## config.mk

```make
export PLATFORM = sky130hd
export DESIGN_NAME = lut_table_csr_mc_flat
export DESIGN_NICKNAME = d
export VERILOG_FILES = /design/src/rtl/lut_table_mc_csr_pkg.sv /design/src/rtl/axi4_lite_if.sv /design/src/rtl/lut_rd_latency_pipe.sv /design/src/rtl/lut_table_csr_mc.sv /design/src/flat_wrapper.sv
export SDC_FILE = /design/constraint.sdc
export NUM_CORES = 1
export LEC_CHECK = 0
export BUFFER_PORTS_ARGS = -buffer_cell sky130_fd_sc_hd__buf_2
export CAP_MARGIN = 25
export CORE_MARGIN = 3
export CORE_UTILIZATION = 47
export CTS_CLUSTER_DIAMETER = 40
export CTS_CLUSTER_SIZE = 30
export DETAILED_ROUTE_END_ITERATION = 7
export PLACE_DENSITY = 0.77
export SYNTH_ARGS = -nofsm -noshare
export SYNTH_HDL_FRONTEND = slang
export SYNTH_SLANG_ARGS = --single-unit
```

## constraint.sdc

```tcl
create_clock -name clk_i -period 4 [get_ports clk_i]
set_input_delay 0.4 -clock clk_i [delete_from_list [all_inputs] [get_ports clk_i]]
set_output_delay 0.4 -clock clk_i [all_outputs]
set_load 0.01 [all_outputs]
```

## src/rtl/lut_table_mc_csr_pkg.sv

```systemverilog
// lut_table_mc_csr_pkg: register map, field positions and AXI responses for lut_table_csr_mc.
package lut_table_mc_csr_pkg;
    localparam int LUT_CTRL_CR   = 0;
    localparam int LUT_ADDR_CR   = 1;
    localparam int LUT_DATA_CR   = 2;
    localparam int LUT_STATUS_SR = 3;
    localparam int TOTAL_CSR_CNT = 4;
    localparam int AUTO_INC_BIT  = 0;
    localparam int CH_MASK_LSB   = 8;
    localparam int RD_BUSY_BIT   = 0;
    localparam int WRAP_BIT      = 1;
    localparam int WR_CNT_LSB    = 16;
    localparam logic [1:0] RESP_OKAY   = 2'b00;
    localparam logic [1:0] RESP_SLVERR = 2'b10;

    function automatic logic [31:0] strb_merge(logic [31:0] cur, logic [31:0] wdata, logic [3:0] strb);
        for (int i = 0; i < 4; i++)
            cur[8*i +: 8] = strb[i] ? wdata[8*i +: 8] : cur[8*i +: 8];
        return cur;
    endfunction
endpackage

```

## src/rtl/axi4_lite_if.sv

```systemverilog
// axi4_lite_if: 32-bit AXI4-Lite bundle with master/slave views.
interface axi4_lite_if;
    logic [31:0] awaddr;
    logic        awvalid, awready;
    logic [31:0] wdata;
    logic [3:0]  wstrb;
    logic        wvalid, wready;
    logic [1:0]  bresp;
    logic        bvalid, bready;
    logic [31:0] araddr;
    logic        arvalid, arready;
    logic [31:0] rdata;
    logic [1:0]  rresp;
    logic        rvalid, rready;

    modport slave (input awaddr, awvalid, wdata, wstrb, wvalid, bready, araddr, arvalid, rready,
                   output awready, wready, bresp, bvalid, arready, rdata, rresp, rvalid);
    modport master (output awaddr, awvalid, wdata, wstrb, wvalid, bready, araddr, arvalid, rready,
                    input awready, wready, bresp, bvalid, arready, rdata, rresp, rvalid);
endinterface

```

## src/rtl/lut_rd_latency_pipe.sv

```systemverilog
// lut_rd_latency_pipe: DEPTH-deep valid shift register timing LUT readback capture.
module lut_rd_latency_pipe #(
    parameter int DEPTH = 2
) (
    input  logic clk_i,
    input  logic rst_i,
    input  logic start,
    output logic done
);
    logic [DEPTH-1:0] sr;

    always_ff @(posedge clk_i or posedge rst_i) begin
        if (rst_i) sr <= '0;
        else       sr <= (sr << 1) | DEPTH'(start);
    end

    assign done = sr[DEPTH-1];
endmodule

```

## src/rtl/lut_table_csr_mc.sv

```systemverilog
// lut_table_csr_mc: AXI4-Lite CSR slave programming per-channel pixel LUTs.
// Define LUT_CSR_READBACK_EN to read LUT contents back through LUT_DATA.
module lut_table_csr_mc
    import lut_table_mc_csr_pkg::*;
#(
    parameter logic [31:0] BASE_ADDR  = 32'h0000_0000,
    parameter int          PX_WIDTH   = 10,
    parameter int          CHANNELS   = 3,
    parameter int          RD_LATENCY = 2
) (
    input  logic                         clk_i,
    input  logic                         rst_i,
    axi4_lite_if.slave                   csr_i,
    output logic [CHANNELS-1:0]          lut_ch_o,
    output logic [PX_WIDTH-1:0]          lut_orig_px_o,
    output logic [PX_WIDTH-1:0]          lut_mod_px_o,
    output logic                         lut_wr_stb_o,
    output logic                         lut_rd_stb_o,
    input  logic [CHANNELS*PX_WIDTH-1:0] lut_rd_data_i
);
    logic                aw_held, w_held, bvalid, rvalid, rd_busy, auto_inc, wrap;
    logic [31:0]         aw_addr_q, wdata_q, rdata;
    logic [3:0]          wstrb_q, ws;
    logic [1:0]          bresp, rresp, w_idx, r_idx;
    logic [CHANNELS-1:0] ch_mask;
    logic [PX_WIDTH-1:0] lut_addr, lut_data, rb_data, addr_inc;
    logic [15:0]         wr_cnt;
    logic [31:0]         regs [TOTAL_CSR_CNT];
    logic [31:0]         wa, wd, w_off, r_off, merged;
    logic                aw_hs, w_hs, ar_hs, do_commit, w_map, r_map, rb_start, rb_done, unused_bits;

    assign csr_i.awready = !aw_held && !bvalid;
    assign csr_i.wready  = !w_held && !bvalid;
    assign csr_i.arready = !rvalid && !rd_busy;
    assign csr_i.bvalid  = bvalid;
    assign csr_i.bresp   = bresp;
    assign csr_i.rvalid  = rvalid;
    assign csr_i.rresp   = rresp;
    assign csr_i.rdata   = rdata;

    assign aw_hs = csr_i.awvalid && csr_i.awready;
    assign w_hs  = csr_i.wvalid && csr_i.wready;
    assign ar_hs = csr_i.arvalid && csr_i.arready;
    assign wa    = aw_held ? aw_addr_q : csr_i.awaddr;
    assign wd    = w_held ? wdata_q : csr_i.wdata;
    assign ws    = w_held ? wstrb_q : csr_i.wstrb;
    assign w_off = wa - BASE_ADDR;
    assign r_off = csr_i.araddr - BASE_ADDR;
    assign w_map = w_off < 32'(4 * TOTAL_CSR_CNT);
    assign r_map = r_off < 32'(4 * TOTAL_CSR_CNT);
    assign w_idx = w_off[3:2];
    assign r_idx = r_off[3:2];
    assign addr_inc = lut_addr + PX_WIDTH'(1);

    assign regs[LUT_CTRL_CR]   = (32'(ch_mask) << CH_MASK_LSB) | (32'(auto_inc) << AUTO_INC_BIT);
    assign regs[LUT_ADDR_CR]   = 32'(lut_addr);
    assign regs[LUT_STATUS_SR] = (32'(wr_cnt) << WR_CNT_LSB) | (32'(wrap) << WRAP_BIT) | (32'(rd_busy) << RD_BUSY_BIT);
    assign merged = strb_merge(regs[w_idx], wd, ws);
    assign unused_bits = ^{merged, w_off, r_off, lut_rd_data_i, lut_data};

`ifdef LUT_CSR_READBACK_EN
    assign regs[LUT_DATA_CR] = '0;
    assign rb_start = ar_hs && r_map && r_idx == 2'(LUT_DATA_CR) && |ch_mask;

    lut_rd_latency_pipe #(.DEPTH(RD_LATENCY)) u_rd_pipe (
        .clk_i (clk_i),
        .rst_i (rst_i),
        .start (lut_rd_stb_o),
        .done  (rb_done)
    );

    // descending scan so the lowest enabled channel wins
    always_comb begin
        rb_data = '0;
        for (int k = CHANNELS - 1; k >= 0; k--)
            rb_data = ch_mask[k] ? lut_rd_data_i[k*PX_WIDTH +: PX_WIDTH] : rb_data;
    end
`else
    assign regs[LUT_DATA_CR] = 32'(lut_data);
    assign rb_start = 1'b0;
    assign rb_done  = 1'b0;
    assign rb_data  = '0;
`endif

    // a readback in flight (or starting now) owns the LUT port, so commits wait
    assign do_commit = (aw_held || aw_hs) && (w_held || w_hs) && !bvalid && !rd_busy && !rb_start;

    always_ff @(posedge clk_i or posedge rst_i) begin
        if (rst_i) begin
            aw_held       <= 1'b0;
            w_held        <= 1'b0;
            aw_addr_q     <= '0;
            wdata_q       <= '0;
            wstrb_q       <= '0;
            bvalid        <= 1'b0;
            bresp         <= RESP_OKAY;
            rvalid        <= 1'b0;
            rresp         <= RESP_OKAY;
            rdata         <= '0;
            rd_busy       <= 1'b0;
            auto_inc      <= 1'b0;
            ch_mask       <= '0;
            lut_addr      <= '0;
            lut_data      <= '0;
            wrap          <= 1'b0;
            wr_cnt        <= '0;
            lut_wr_stb_o  <= 1'b0;
            lut_rd_stb_o  <= 1'b0;
            lut_ch_o      <= '0;
            lut_orig_px_o <= '0;
            lut_mod_px_o  <= '0;
        end else begin
            lut_wr_stb_o <= 1'b0;
            lut_rd_stb_o <= 1'b0;
            if (aw_hs) begin
                aw_held   <= 1'b1;
                aw_addr_q <= csr_i.awaddr;
            end
            if (w_hs) begin
                w_held  <= 1'b1;
                wdata_q <= csr_i.wdata;
                wstrb_q <= csr_i.wstrb;
            end
            if (bvalid && csr_i.bready) bvalid <= 1'b0;
            if (rvalid && csr_i.rready) rvalid <= 1'b0;
            if (do_commit) begin
                aw_held <= 1'b0;
                w_held  <= 1'b0;
                bvalid  <= 1'b1;
                bresp   <= w_map ? RESP_OKAY : RESP_SLVERR;
                if (w_map && w_idx == 2'(LUT_CTRL_CR)) begin
                    auto_inc <= merged[AUTO_INC_BIT];
                    ch_mask  <= merged[CH_MASK_LSB +: CHANNELS];
                end
                if (w_map && w_idx == 2'(LUT_ADDR_CR)) begin
                    lut_addr <= merged[PX_WIDTH-1:0];
                    wrap     <= 1'b0;
                    wr_cnt   <= '0;
                end
                if (w_map && w_idx == 2'(LUT_DATA_CR)) begin
                    lut_data      <= merged[PX_WIDTH-1:0];
                    lut_wr_stb_o  <= 1'b1;
                    lut_orig_px_o <= lut_addr;
                    lut_mod_px_o  <= wd[PX_WIDTH-1:0];
                    lut_ch_o      <= ch_mask;
                    wr_cnt        <= wr_cnt + 16'(~&wr_cnt);
                    if (auto_inc) begin
                        lut_addr <= addr_inc;
                        wrap     <= wrap | &lut_addr;
                    end
                end
            end
            if (ar_hs) begin
                rresp        <= r_map ? RESP_OKAY : RESP_SLVERR;
                rdata        <= (r_map && !rb_start) ? regs[r_idx] : '0;
                rvalid       <= !rb_start;
                rd_busy      <= rb_start;
                lut_rd_stb_o <= rb_start;
                if (rb_start) begin
                    lut_orig_px_o <= lut_addr;
                    lut_ch_o      <= ch_mask;
                end
            end
            if (rb_done) begin
                rdata   <= 32'(rb_data);
                rvalid  <= 1'b1;
                rd_busy <= 1'b0;
                if (auto_inc) begin
                    lut_addr <= addr_inc;
                    wrap     <= wrap | &lut_addr;
                end
            end
        end
    end
endmodule
```

## src/flat_wrapper.sv

```systemverilog
// flat-port wrapper written by rule: the top's interface ports become plain ports
module lut_table_csr_mc_flat import lut_table_mc_csr_pkg::*;
#(
    parameter logic [31:0] BASE_ADDR  = 32'h0000_0000,
    parameter int          PX_WIDTH   = 10,
    parameter int          CHANNELS   = 3,
    parameter int          RD_LATENCY = 2
)
  (clk_i, rst_i, lut_ch_o, lut_orig_px_o, lut_mod_px_o, lut_wr_stb_o, lut_rd_stb_o, lut_rd_data_i, csr_i_awaddr, csr_i_awvalid, csr_i_wdata, csr_i_wstrb, csr_i_wvalid, csr_i_bready, csr_i_araddr, csr_i_arvalid, csr_i_rready, csr_i_awready, csr_i_wready, csr_i_bresp, csr_i_bvalid, csr_i_arready, csr_i_rdata, csr_i_rresp, csr_i_rvalid);
  axi4_lite_if csr_i_i ();
  input  logic clk_i;
  input  logic rst_i;
  output logic [CHANNELS-1:0] lut_ch_o;
  output logic [PX_WIDTH-1:0] lut_orig_px_o;
  output logic [PX_WIDTH-1:0] lut_mod_px_o;
  output logic lut_wr_stb_o;
  output logic lut_rd_stb_o;
  input  logic [CHANNELS*PX_WIDTH-1:0] lut_rd_data_i;
  input wire logic [$bits(csr_i_i.awaddr)-1:0] csr_i_awaddr;
  input wire logic [$bits(csr_i_i.awvalid)-1:0] csr_i_awvalid;
  input wire logic [$bits(csr_i_i.wdata)-1:0] csr_i_wdata;
  input wire logic [$bits(csr_i_i.wstrb)-1:0] csr_i_wstrb;
  input wire logic [$bits(csr_i_i.wvalid)-1:0] csr_i_wvalid;
  input wire logic [$bits(csr_i_i.bready)-1:0] csr_i_bready;
  input wire logic [$bits(csr_i_i.araddr)-1:0] csr_i_araddr;
  input wire logic [$bits(csr_i_i.arvalid)-1:0] csr_i_arvalid;
  input wire logic [$bits(csr_i_i.rready)-1:0] csr_i_rready;
  output wire logic [$bits(csr_i_i.awready)-1:0] csr_i_awready;
  output wire logic [$bits(csr_i_i.wready)-1:0] csr_i_wready;
  output wire logic [$bits(csr_i_i.bresp)-1:0] csr_i_bresp;
  output wire logic [$bits(csr_i_i.bvalid)-1:0] csr_i_bvalid;
  output wire logic [$bits(csr_i_i.arready)-1:0] csr_i_arready;
  output wire logic [$bits(csr_i_i.rdata)-1:0] csr_i_rdata;
  output wire logic [$bits(csr_i_i.rresp)-1:0] csr_i_rresp;
  output wire logic [$bits(csr_i_i.rvalid)-1:0] csr_i_rvalid;
  assign csr_i_i.awaddr = csr_i_awaddr;
  assign csr_i_i.awvalid = csr_i_awvalid;
  assign csr_i_i.wdata = csr_i_wdata;
  assign csr_i_i.wstrb = csr_i_wstrb;
  assign csr_i_i.wvalid = csr_i_wvalid;
  assign csr_i_i.bready = csr_i_bready;
  assign csr_i_i.araddr = csr_i_araddr;
  assign csr_i_i.arvalid = csr_i_arvalid;
  assign csr_i_i.rready = csr_i_rready;
  assign csr_i_awready = csr_i_i.awready;
  assign csr_i_wready = csr_i_i.wready;
  assign csr_i_bresp = csr_i_i.bresp;
  assign csr_i_bvalid = csr_i_i.bvalid;
  assign csr_i_arready = csr_i_i.arready;
  assign csr_i_rdata = csr_i_i.rdata;
  assign csr_i_rresp = csr_i_i.rresp;
  assign csr_i_rvalid = csr_i_i.rvalid;
  lut_table_csr_mc #(.BASE_ADDR(BASE_ADDR), .PX_WIDTH(PX_WIDTH), .CHANNELS(CHANNELS), .RD_LATENCY(RD_LATENCY)) u_core (.clk_i(clk_i), .rst_i(rst_i), .csr_i(csr_i_i), .lut_ch_o(lut_ch_o), .lut_orig_px_o(lut_orig_px_o), .lut_mod_px_o(lut_mod_px_o), .lut_wr_stb_o(lut_wr_stb_o), .lut_rd_stb_o(lut_rd_stb_o), .lut_rd_data_i(lut_rd_data_i));
endmodule
```

==> metrics.yaml <==
flow_run:
  maxCapViolations: 0
worst_setup_path:
  crit_required_ns: 4.30
  rr_worst_depth: 4
  path_class: "flip-flop to flip-flop"
  crit_path_start_kind: "flip-flop"
  r2r_end: "u_core.lut_orig_px_o[8]"
  crit_path_end_kind: "flip-flop"
  reg2reg_setup_slack_ns: 1.15
  critPathArrivalTime_ns: 3.15
  r2r-start: "u_core.aw_held"
  critPathMaxFanout: 27
timing:
  fin_setup_tns_ns: 0
  tightest_slew_ns: 0.907
  drv_slew: 0
  clock_skew_ns: 0.00800
  timing.fmax_ghz: 0.351
  finalHoldViolCount: 0
  slew_headroom: 0.378
  setup_viol: 0
  post-route-period-util: 0.713
  rsz0062_at_grt: "no"
  min_period_ns: 2.85
  whs_ns: 0.127
global_routing:
  grt_usage: 0.224
  grt_pass1_vias: 5659
  grt_overflow: 0
  antenna_found_initial: 0
  grt_pass1_wl_um: 29000
  grt_start_max_net_pins: 66
pwr:
  p_per_area_nw_per_um2: 557
  netSwitchingPower_mw: 1.36
  p_int_mw: 3.28
  leakage_nw: 4.08
  p_sw_frac: 0.294
  vdd_drop_max_v: 0.000400
  seqPwrFrac: 0.401
  p_comb_frac: 0.237
  p_clk_frac: 0.362
layout:
  final_cells: 914
  nets: 861
  multi_input_area_um2: 3080
  regArea_um2: 3530
  fillers: 1159
  area_delta_synth_final_pct: 21.0
  num_antenna_cells: 0
  layout-drive-gt1-share: 0.390
logic_synthesis:
  netlist_instances: 591
  yosysMostFrequentCell: "dfrtp_1"
  synth-seq-cells: 141
  avgSynthCellArea_um2: 11.7
  ys.flop_type: "dfrtp_1"
  synth_edf_count: 0
  synth_common_cells: "141 x dfrtp_1, 74 x mux2_2, 37 x a22o_1"
  synth_top_area_cell: "dfrtp_1"
  synthArstFlopShare: 1.00
  ys_seq_area_frac: 0.512
  syn_area_um2: 6900
  ys_top_cells_by_area: "dfrtp_1 51%, mux2_2 12%, a22o_1 4.7%"
  yosysWarnings: 0
  synth_top_area_share: 0.512
  yosysUniqueCellTypes: 65
clock_network:
  clock_sinks: 141
  clk_latency_ns: 0.42
  tritoncts: "yes"
  postCtsHoldBufs: 0
  cts_buffer_depth: 2
  post_cts_resized: 0
  clockRootBuffer: "clkbuf_16"
  cts_buffers: 17
  clk_pin_slew_worst_paths_ns: 0.06
  cts_htree_levels: 4
  post_cts_buffers: 0
die:
  die-area_um2: 16200
  rows: 43
  die_y_um: 127
  io_pins: 203
  coreArea_um2: 14100
  initial_core_util: 0.489
  die-width_um: 127
place:
  dpl.hpwl_um: 12400
  gp_congestion: 0.909
  dp.cells: 881
  io_buffers: 137
routing:
  wl_per_cell_um: 19.3
  vias: 5497
  ant_nets: 0
  routed_wl_um: 17700
  drt_first_pass_iters: 5
  drt_iter0_drc: 464
  drc_errors: 0
  routed_via_density: 6.01
outcome:
  outcome: "finished, final reports clean"
hold_path:
  worst_hold_path_type: "primary input to asynchronous set/reset pin"
[logic make-up (layout without fill, tap and decap cells)]
logic type	count (synthesis)	in the layout	synth area share
other	1	8	0.000544
muxes	104	104	0.178
adders and majority gates	3	3	0.00544
AOI/OAI and AO/OA	140	140	0.147
xor gates and xnor gates	2	2	0.00254
buffers and inverters	64	200	0.0463
and+or+nand+nor	136	136	0.108
DFF	141	141	0.512
[worst max-delay path: stages, from the launching register on]
cell and delay, ns:
dfrtp_1 0.57, and3b_1 0.61, or2_1 0.50, nand3_4 0.56
mux2_4 0.48
[stage by stage]
step	power, mW	utilization	setup slack [ns]	instance area [µm²]
finish	4.64	0.592	1.15	8340
CTS	4.66	0.591	1.18	8330
floorplan	2.65	-	1.68	6930
detailed placement	2.96	0.546	1.18	7690
global placement	2.88	0.545	1.27	7680
global route	4.87	0.592	0.970	8340
[power groups by stage]
stage	logic [mW]	clock network [mW]	registers, mW
after CTS	1.09	1.71	1.86
after global routing	1.20	1.78	1.90
final	1.10	1.68	1.86
after global placement	1.03	0	1.85
after detailed placement	1.08	0	1.88
after floorplan	0.849	0	1.80
[registers in the layout (all words and copies together), names as in the netlist, 2 cells and up]
signal                count
u_core.wr_cnt            16
u_core.lut_ch_o           3
u_core.lut_addr          10
u_core.aw_addr_q         30
u_core.csr_i.rdata       27
u_core.ch_mask            3
u_core.lut_data          10
u_core.lut_orig_px_o     10
u_core.wstrb_q            2
u_core.lut_mod_px_o      10
u_core.wdata_q           11
[layout make-up]
| type | instances | area share |
|---|---|---|
| timing repair buffer | 149 | 0.0959 |
| clock inverter | 10 | 0.0194 |
| clock buffer | 22 | 0.0569 |
| multi-input combinational | 393 | 0.369 |
| sequential | 141 | 0.423 |
| inverter | 19 | 0.00900 |
| tap | 180 | 0.0270 |
[worst max-delay path by stage]
stage	to	slack, ns	start	depth (start not counted)
2_1_floorplan	u_core.wr_cnt[12]	1.68	u_core.wr_cnt[4]	9
3_3_place_gp	u_core.wr_cnt[12]	1.27	u_core.wr_cnt[4]	9
3_5_place_dp	u_core.wr_cnt[12]	1.18	u_core.wr_cnt[4]	9
4_1_cts	u_core.wr_cnt[12]	1.18	u_core.wr_cnt[4]	9
5_1_grt	u_core.wr_cnt[12]	0.97	u_core.wr_cnt[4]	9
6_report	u_core.lut_orig_px_o[8]	1.15	u_core.aw_held	4
[cell usage in the layout (no fill, tap or decap), drive strengths merged, types with 5 or more instances in the layout]
cell type	count
nor3	6
clkinv	6
a22o	37
clkbuf	22
a31oi	18
buf	149
nor2	29
dfrtp	141
nand3	20
mux2	94
conb	8
nand2	20
nand4	9
nor4	20
and3	6
inv	18
or2	5
o211ai	6
o21ai	22
o22ai	9
mux2i	10
a21oi	17
[per-layer routing]
| layer | wire, µm | global-route usage |
|---|---|---|
| met1 | 7410 | 0.295 |
| met4 | 342 | 0.0883 |
| met5 | 0 | 0 |
| met2 | 8560 | 0.363 |
| met3 | 1370 | 0.0497 |
Power figures use the tool's default switching activity.
